--- src/rtl/data_mem_responder_if.sv ---
// Core data-side access port: load/store strobes, byte address, store data and load data.
interface data_mem_responder_if #(
    parameter int unsigned DATA_W = 32,
    parameter int unsigned ADDR_W = 9
);
    logic              wr;
    logic              rd;
    logic [ADDR_W-1:0] addr;
    logic [DATA_W-1:0] wr_data;
    logic [DATA_W-1:0] rd_data;

    modport master (output wr, rd, addr, wr_data, input rd_data);
    modport slave  (input wr, rd, addr, wr_data, output rd_data);
endinterface

--- src/rtl/data_mem_responder.sv ---
// Word-organised data memory with post-reset clear sweep, saturating access counters and
// optional per-word parity checking (enabled by defining DMEM_PARITY_EN).
module data_mem_responder #(
    parameter int unsigned DATA_W = 32,
    parameter int unsigned ADDR_W = 9,
    parameter int unsigned DEPTH  = 128,
    parameter int unsigned CNT_W  = 16
) (
    input  logic                      clk,
    input  logic                      reset,
    data_mem_responder_if.slave       bus,
    input  logic                      clr_req,
    input  logic                      par_inject,
    output logic                      busy,
    output logic                      misalign,
    output logic                      err,
    output logic [CNT_W-1:0]          rd_cnt,
    output logic [CNT_W-1:0]          wr_cnt
);
    localparam int unsigned IDX_W = ADDR_W - 2;

    typedef enum logic [0:0] {StClear, StReady} state_e;

    state_e            state_q, state_d;
    logic [IDX_W-1:0]  ptr_q, ptr_d;
    logic              misalign_q, misalign_d;
    logic [CNT_W-1:0]  rd_cnt_q, rd_cnt_d;
    logic [CNT_W-1:0]  wr_cnt_q, wr_cnt_d;

    logic [DATA_W-1:0] mem_q [DEPTH];

    logic [IDX_W-1:0]  idx;
    logic [DATA_W-1:0] rd_word;
    logic              busy_w;
    logic              rd_acc;
    logic              wr_acc;
    logic              any_acc;
    logic              clr_go;
    logic              mem_we;
    logic [IDX_W-1:0]  mem_waddr;
    logic [DATA_W-1:0] mem_wdata;

    assign idx     = bus.addr[ADDR_W-1:2];
    assign rd_word = mem_q[idx];
    assign busy_w  = (state_q == StClear);
    assign clr_go  = !busy_w && clr_req;
    assign rd_acc  = bus.rd && !busy_w;
    // A store arriving together with a clear request is dropped.
    assign wr_acc  = bus.wr && !busy_w && !clr_req;
    assign any_acc = (bus.rd || bus.wr) && !busy_w;

    always_comb begin
        state_d = state_q;
        ptr_d   = ptr_q;
        unique case (state_q)
            StClear: begin
                ptr_d = ptr_q + 1'b1;
                if (ptr_q == IDX_W'(DEPTH - 1)) begin
                    state_d = StReady;
                    ptr_d   = '0;
                end
            end
            StReady: begin
                if (clr_req) begin
                    state_d = StClear;
                    ptr_d   = '0;
                end
            end
            default: begin
                state_d = StClear;
                ptr_d   = '0;
            end
        endcase
    end

    always_comb begin
        misalign_d = misalign_q;
        rd_cnt_d   = rd_cnt_q;
        wr_cnt_d   = wr_cnt_q;
        if (clr_go) begin
            misalign_d = 1'b0;
            rd_cnt_d   = '0;
            wr_cnt_d   = '0;
        end else begin
            if (any_acc && (bus.addr[1:0] != 2'b00)) begin
                misalign_d = 1'b1;
            end
            if (rd_acc && (rd_cnt_q != {CNT_W{1'b1}})) begin
                rd_cnt_d = rd_cnt_q + 1'b1;
            end
            if (wr_acc && (wr_cnt_q != {CNT_W{1'b1}})) begin
                wr_cnt_d = wr_cnt_q + 1'b1;
            end
        end
    end

    // The sweep owns the write port while clearing; otherwise accepted stores use it.
    always_comb begin
        mem_we    = 1'b0;
        mem_waddr = idx;
        mem_wdata = bus.wr_data;
        if (busy_w) begin
            mem_we    = 1'b1;
            mem_waddr = ptr_q;
            mem_wdata = '0;
        end else if (wr_acc) begin
            mem_we = 1'b1;
        end
    end

    always_ff @(posedge clk or negedge reset) begin
        if (!reset) begin
            state_q    <= StClear;
            ptr_q      <= '0;
            misalign_q <= 1'b0;
            rd_cnt_q   <= '0;
            wr_cnt_q   <= '0;
        end else begin
            state_q    <= state_d;
            ptr_q      <= ptr_d;
            misalign_q <= misalign_d;
            rd_cnt_q   <= rd_cnt_d;
            wr_cnt_q   <= wr_cnt_d;
        end
    end

    always_ff @(posedge clk) begin
        if (mem_we) begin
            mem_q[mem_waddr] <= mem_wdata;
        end
    end

`ifdef DMEM_PARITY_EN
    logic par_mem_q [DEPTH];
    logic mem_wpar;
    logic rd_par_bad;
    logic err_q, err_d;

    // Even parity; par_inject flips it only for an accepted store.
    assign mem_wpar   = (^mem_wdata) ^ (wr_acc & par_inject);
    assign rd_par_bad = rd_acc && ((^rd_word) != par_mem_q[idx]);

    always_comb begin
        err_d = err_q;
        if (clr_go) begin
            err_d = 1'b0;
        end else if (rd_par_bad) begin
            err_d = 1'b1;
        end
    end

    always_ff @(posedge clk or negedge reset) begin
        if (!reset) begin
            err_q <= 1'b0;
        end else begin
            err_q <= err_d;
        end
    end

    always_ff @(posedge clk) begin
        if (mem_we) begin
            par_mem_q[mem_waddr] <= mem_wpar;
        end
    end

    assign err = err_q;
`else
    logic unused_par_inject;
    assign unused_par_inject = par_inject;
    assign err = 1'b0;
`endif

    assign bus.rd_data = rd_acc ? rd_word : '0;
    assign busy        = busy_w;
    assign misalign    = misalign_q;
    assign rd_cnt      = rd_cnt_q;
    assign wr_cnt      = wr_cnt_q;
endmodule
--- src/flat_wrapper.sv ---
// flat-port wrapper written by rule: the top's interface ports become plain ports
module data_mem_responder_flat 
#(
    parameter int unsigned DATA_W = 32,
    parameter int unsigned ADDR_W = 9,
    parameter int unsigned DEPTH  = 128,
    parameter int unsigned CNT_W  = 16
)
  (clk, reset, clr_req, par_inject, busy, misalign, err, rd_cnt, wr_cnt, bus_wr, bus_rd, bus_addr, bus_wr_data, bus_rd_data);
  data_mem_responder_if #(.DATA_W(DATA_W), .ADDR_W(ADDR_W)) bus_i ();
  input  logic clk;
  input  logic reset;
  input  logic clr_req;
  input  logic par_inject;
  output logic busy;
  output logic misalign;
  output logic err;
  output logic [CNT_W-1:0] rd_cnt;
  output logic [CNT_W-1:0] wr_cnt;
  input wire logic [$bits(bus_i.wr)-1:0] bus_wr;
  input wire logic [$bits(bus_i.rd)-1:0] bus_rd;
  input wire logic [$bits(bus_i.addr)-1:0] bus_addr;
  input wire logic [$bits(bus_i.wr_data)-1:0] bus_wr_data;
  output wire logic [$bits(bus_i.rd_data)-1:0] bus_rd_data;
  assign bus_i.wr = bus_wr;
  assign bus_i.rd = bus_rd;
  assign bus_i.addr = bus_addr;
  assign bus_i.wr_data = bus_wr_data;
  assign bus_rd_data = bus_i.rd_data;
  data_mem_responder #(.DATA_W(DATA_W), .ADDR_W(ADDR_W), .DEPTH(DEPTH), .CNT_W(CNT_W)) u_core (.clk(clk), .reset(reset), .bus(bus_i), .clr_req(clr_req), .par_inject(par_inject), .busy(busy), .misalign(misalign), .err(err), .rd_cnt(rd_cnt), .wr_cnt(wr_cnt));
endmodule
--- config.mk ---
export PLATFORM = sky130hd
export DESIGN_NAME = data_mem_responder_flat
export DESIGN_NICKNAME = d
export VERILOG_FILES = /design/src/rtl/data_mem_responder_if.sv /design/src/rtl/data_mem_responder.sv /design/src/flat_wrapper.sv
export SDC_FILE = /design/constraint.sdc
export NUM_CORES = 2
export LEC_CHECK = 0
export CAP_MARGIN = 20
export CORE_MARGIN = 5
export CORE_UTILIZATION = 35
export CTS_CLUSTER_SIZE = 40
export DETAILED_ROUTE_END_ITERATION = 12
export GPL_ROUTABILITY_DRIVEN = 0
export PLACE_DENSITY = 0.6
export SYNTH_ARGS = -nofsm -noshare
export SYNTH_HDL_FRONTEND = slang
export SYNTH_SLANG_ARGS = --single-unit
--- constraint.sdc ---
create_clock -name clk -period 4.5 [get_ports clk]
set_clock_uncertainty 0.1 [all_clocks]
set_input_delay 0.45 -clock clk [delete_from_list [all_inputs] [get_ports clk]]
set_output_delay 0.45 -clock clk [all_outputs]
set_load 0.01 [all_outputs]
==> results.json <==
{
  "seqPwrFrac": 0.528,
  "finalWorstSetupSlack_ns": 0.0814,
  "worstSetupStartpointType": "input pin",
  "fin_worst_hold_slack_ns": 0.0787,
  "syn_area_sq_mm": 0.159,
  "netSwitchingPower_mw": 18.4,
  "ys_seq_elements": 4137,
  "layout_worst_path_cycle_share": 0.982,
  "r2r_cells": 6,
  "post_synth_fa_ha_maj_area_fraction": 0.000236,
  "peak_supply_drop_uv": 344,
  "power.leakage_nw": 60.9,
  "cts_buffers": 413,
  "placedInstanceArea_sq_mm": 0.173,
  "grt_antenna_before_repair": 22,
  "final_core_util": 0.412,
  "r2r_start": "u_core.state_q$_DFF_PN0_",
  "globalRoute.totalOverflow": 0,
  "synth_cells": 7614,
  "fp.dieArea_sq_mm": 0.467,
  "htree_num_levels": 5,
  "timing.rr.end": "u_core.mem_q[68][5]$_DFFE_PP_",
  "count_of_buffers_from_port_buffering": 111,
  "clock-root-buffer": "sky130_fd_sc_hd__clkbuf_16",
  "synth_most_common_cell": "sky130_fd_sc_hd__edfxtp_1",
  "critPathMostFrequentCell": "sky130_fd_sc_hd__buf_4",
  "largest_net_degree_at_the_start_of_global_routing": 129,
  "maxSlewHeadroom": 0.180,
  "crit_path_cell_chain": "clkdlybuf4s50_1, buf_4, and2_1, buf_12, buf_4, a22oi_1, a21oi_1, nor3_1, buf_4, nand3_1, buf_4",
  "clockPowerShare": 0.404,
  "switching_share": 0.223,
  "synth-compound-area-share": 0.0412,
  "first_global_vias": 81100,
  "postSynthNetCount": 7664,
  "synth_top_flop_cell": "sky130_fd_sc_hd__edfxtp_1",
  "track_usage": 0.178,
  "timing.setup.tns_ns": 0,
  "synth_edf_count": 4096,
  "cell_pwr_density_mw_per_mm2": 443,
  "seq_area_frac_synth": 0.781,
  "async_reset_ff_frac": 0.00991,
  "drt_first_pass_iters": 7,
  "nets": 8378,
  "core_sq_mm": 0.452,
  "post_synth.cell_area_avg_sq_um": 20.8,
  "post_synth_mux_area_share": 0.144,
  "combinational_share_of_power": 0.068,
  "post_route_cells_drive_above_1_share": 0.244,
  "routed_via_density": 5.52,
  "critPathKind": "in -> out",
  "critical-path-slowest-cell": "sky130_fd_sc_hd__a21oi_1",
  "crit_arrival_ns": 3.87,
  "dp_slack_ns": -0.422,
  "fp.dieW_um": 683,
  "design.portCount": 114,
  "max_slew.worst_pin.slew_ns": 1.23,
  "reg2reg_slack_ns": 0.83,
  "synthesis.yosys.warnings": 0,
  "detailroute.via_count": 80800,
  "timing.hold.worst_endpoint": "u_core.misalign$_DFFE_PN0P_",
  "power.internal_mw": 64.2,
  "rows": 247,
  "drt.antenna.violating_nets": 0,
  "die_height_um": 683,
  "path_delay_family": "buffers and inverters",
  "timing.critical_path.fanout_max": 20,
  "fmaxAchievable_mhz": 226,
  "min_delay_src": "bus_addr[0]",
  "synth.top_cells.by_area": "sky130_fd_sc_hd__edfxtp_1 77%, sky130_fd_sc_hd__mux4_2 9.1%, sky130_fd_sc_hd__mux2i_1 5.3%",
  "combinational_family_with_the_most_area_after_synthesis": "multiplexers",
  "min-delay-path-class": "in -> reg",
  "timing.critical_path.required_ns": 3.95,
  "initial_utilization": 0.351,
  "setup_viol": 0,
  "clkSlewWorstSetupHoldPaths_ns": 0.06,
  "post_synth_most_frequent_cells": "4096 x sky130_fd_sc_hd__edfxtp_1, 833 x sky130_fd_sc_hd__mux2i_1, 640 x sky130_fd_sc_hd__mux4_2",
  "final_cell_area_sq_mm": 0.186,
  "cp.buffers_inverters": 6,
  "place_inst": 13900,
  "drt_wl_cell_um": 29.4,
  "end_kind": "output pin",
  "synth.lib_cells_used.distinct": 59,
  "post_synth_xor_xnor_area": 0.00166,
  "finalNonFillerCells": 14600,
  "detail_route.drc_violations": 0,
  "layout_overhead_on_the_synthesized_area_pct": 17.4,
  "number_of_max_slew_violations_in_the_final_report": 0,
  "tritoncts": "done",
  "global_route_wire_length_before_repair_mm": 607,
  "yosys.area.top_type": "sky130_fd_sc_hd__edfxtp_1",
  "grt_setup_unrepaired": "no",
  "drt_wl_total_mm": 430,
  "clkLatencyLatePin_ns": 0.94,
  "cts_sinks": 4137,
  "status": "completed",
  "hold_viol": 0,
  "hold_path_depth": 3,
  "cts_max_path_buffers": 4,
  "synth.top_cell.area_share": 0.775,
  "half_perimeter_wire_length_of_the_detailed_placement_result_mm": 255,
  "total_power_mw": 82.6,
  "critical_path.max_stage_delay_ns": 0.98,
  "synth-simple-area-share": 0.0177,
  "maxCapViolations": 0,
  "first_iter_violations": 9455,
  "post_layout_min_period_ns": 4.42
}
==> repair_timing <==
| action | in CTS | in global routing |
|---|---|---|
| cloned | 0 | 1 |
| pin swaps | 5 | 0 |
| resized for setup | 58 | 9 |
| endpoints found under the setup margin | 29 | 9 |
| hold endpoints to repair | 41 | 10 |
| hold buffers | 1 | 1 |
| buffers inserted | 4 | 0 |
==> worst max-delay path by stage <==
stage	startpoint	to	slack [ns]	depth (start not counted)
2_1_floorplan	bus_addr[3]	u_core.mem_q[40][0]$_DFFE_PP_	0.61	9
6_report	bus_addr[4]	bus_rd_data[24]	0.08	11
3_5_place_dp	bus_addr[2]	bus_rd_data[23]	-0.42	12
4_1_cts	u_core.state_q$_DFF_PN0_	bus_rd_data[12]	0.02	9
3_3_place_gp	bus_addr[2]	bus_rd_data[23]	-0.43	12
5_1_grt	u_core.mem_q[38][24]$_DFFE_PP_	bus_rd_data[24]	0.002	10
==> cell type report <==
class / count / area, sq um
Timing Repair Buffer: 750 / 7800
Antenna cell: 11 / 27.5
Tap cell: 5976 / 7480
Clock inverter: 230 / 2320
Sequential cell: 4137 / 124000
Clock buffer: 509 / 10800
Fill cell: 39100 / 266000
Multi-Input combinational cell: 3014 / 33900
Inverter: 12 / 45.0
==> sequential cells by signal, summed over array words and instances, names as in the netlist <==
name and flops:
u_core.wr_cnt 16, u_core.state_q 1, u_core.misalign 1, u_core.ptr_q 7, u_core.rd_cnt 16, u_core.mem_q 4096
==> tightest hold or removal path, delay by kind of cell <==
family                 cells  cell delay, ns
AOI/OAI and AO/OA          2            0.24
buffers and inverters      1            0.41
==> power by group through the flow <==
stage	registers, mW	logic (mW)	clock network [mW]
after floorplan	44.4	2.88	0
final	43.6	5.60	33.4
after global placement	44.4	5.48	0
after CTS	43.6	5.62	33.9
after global routing	43.6	5.87	35.6
after detailed placement	44.4	5.59	0
==> layer usage <==
layer	vias up	global-route usage	routed length, um
met5	-	0	40
met4	6	0.0610	15900
met3	616	0.0263	30200
met2	3359	0.289	207000
met1	43400	0.245	176000
li1	33400	-	-
==> cell families (layout without fill, tap and decap cells) <==
group	after synthesis	in the layout
flops	4137	4137
mux	1477	1477
buf+inv	463	1501
compound gates	891	891
other cells	1	12
fa+ha+maj	3	3
simple gates	612	612
xor+xnor	30	30
==> layout by cell type (no fill, tap or decap), types with 9 or more instances in the layout <==
cell,synthesis,layout
sky130_fd_sc_hd__o22ai_1,57,57
sky130_fd_sc_hd__inv_1,11,11
sky130_fd_sc_hd__nand2_1,116,116
sky130_fd_sc_hd__a22oi_1,493,493
sky130_fd_sc_hd__clkinv_16,0,11
sky130_fd_sc_hd__nor3_2,0,11
sky130_fd_sc_hd__nand4_1,21,21
sky130_fd_sc_hd__a221oi_1,86,80
sky130_fd_sc_hd__clkdlybuf4s50_1,0,79
sky130_fd_sc_hd__and2_4,0,37
sky130_fd_sc_hd__clkinvlp_4,0,12
sky130_fd_sc_hd__nand3_2,0,12
sky130_fd_sc_hd__nor3_1,42,26
sky130_fd_sc_hd__mux4_2,640,640
sky130_fd_sc_hd__nand3_1,144,130
sky130_fd_sc_hd__xor2_1,15,15
sky130_fd_sc_hd__a22o_1,55,55
sky130_fd_sc_hd__nor2_4,0,132
sky130_fd_sc_hd__o21ai_0,34,33
sky130_fd_sc_hd__xnor2_1,15,15
sky130_fd_sc_hd__a221oi_2,3,9
sky130_fd_sc_hd__buf_4,53,506
sky130_fd_sc_hd__a21oi_1,72,72
sky130_fd_sc_hd__dfrtp_1,41,40
sky130_fd_sc_hd__a211oi_1,23,17
sky130_fd_sc_hd__nor2_1,209,65
sky130_fd_sc_hd__edfxtp_1,4096,4096
sky130_fd_sc_hd__a31oi_1,44,40
sky130_fd_sc_hd__bufinv_16,0,35
sky130_fd_sc_hd__mux2i_1,833,833
sky130_fd_sc_hd__clkbuf_16,0,416
sky130_fd_sc_hd__buf_12,0,147
sky130_fd_sc_hd__clkinv_1,1,92
sky130_fd_sc_hd__clkbuf_1,188,92
sky130_fd_sc_hd__diode_2,0,11
sky130_fd_sc_hd__clkinv_2,0,67
sky130_fd_sc_hd__nor2_2,1,13
Note: power is estimated with default switching activity, not from simulation.
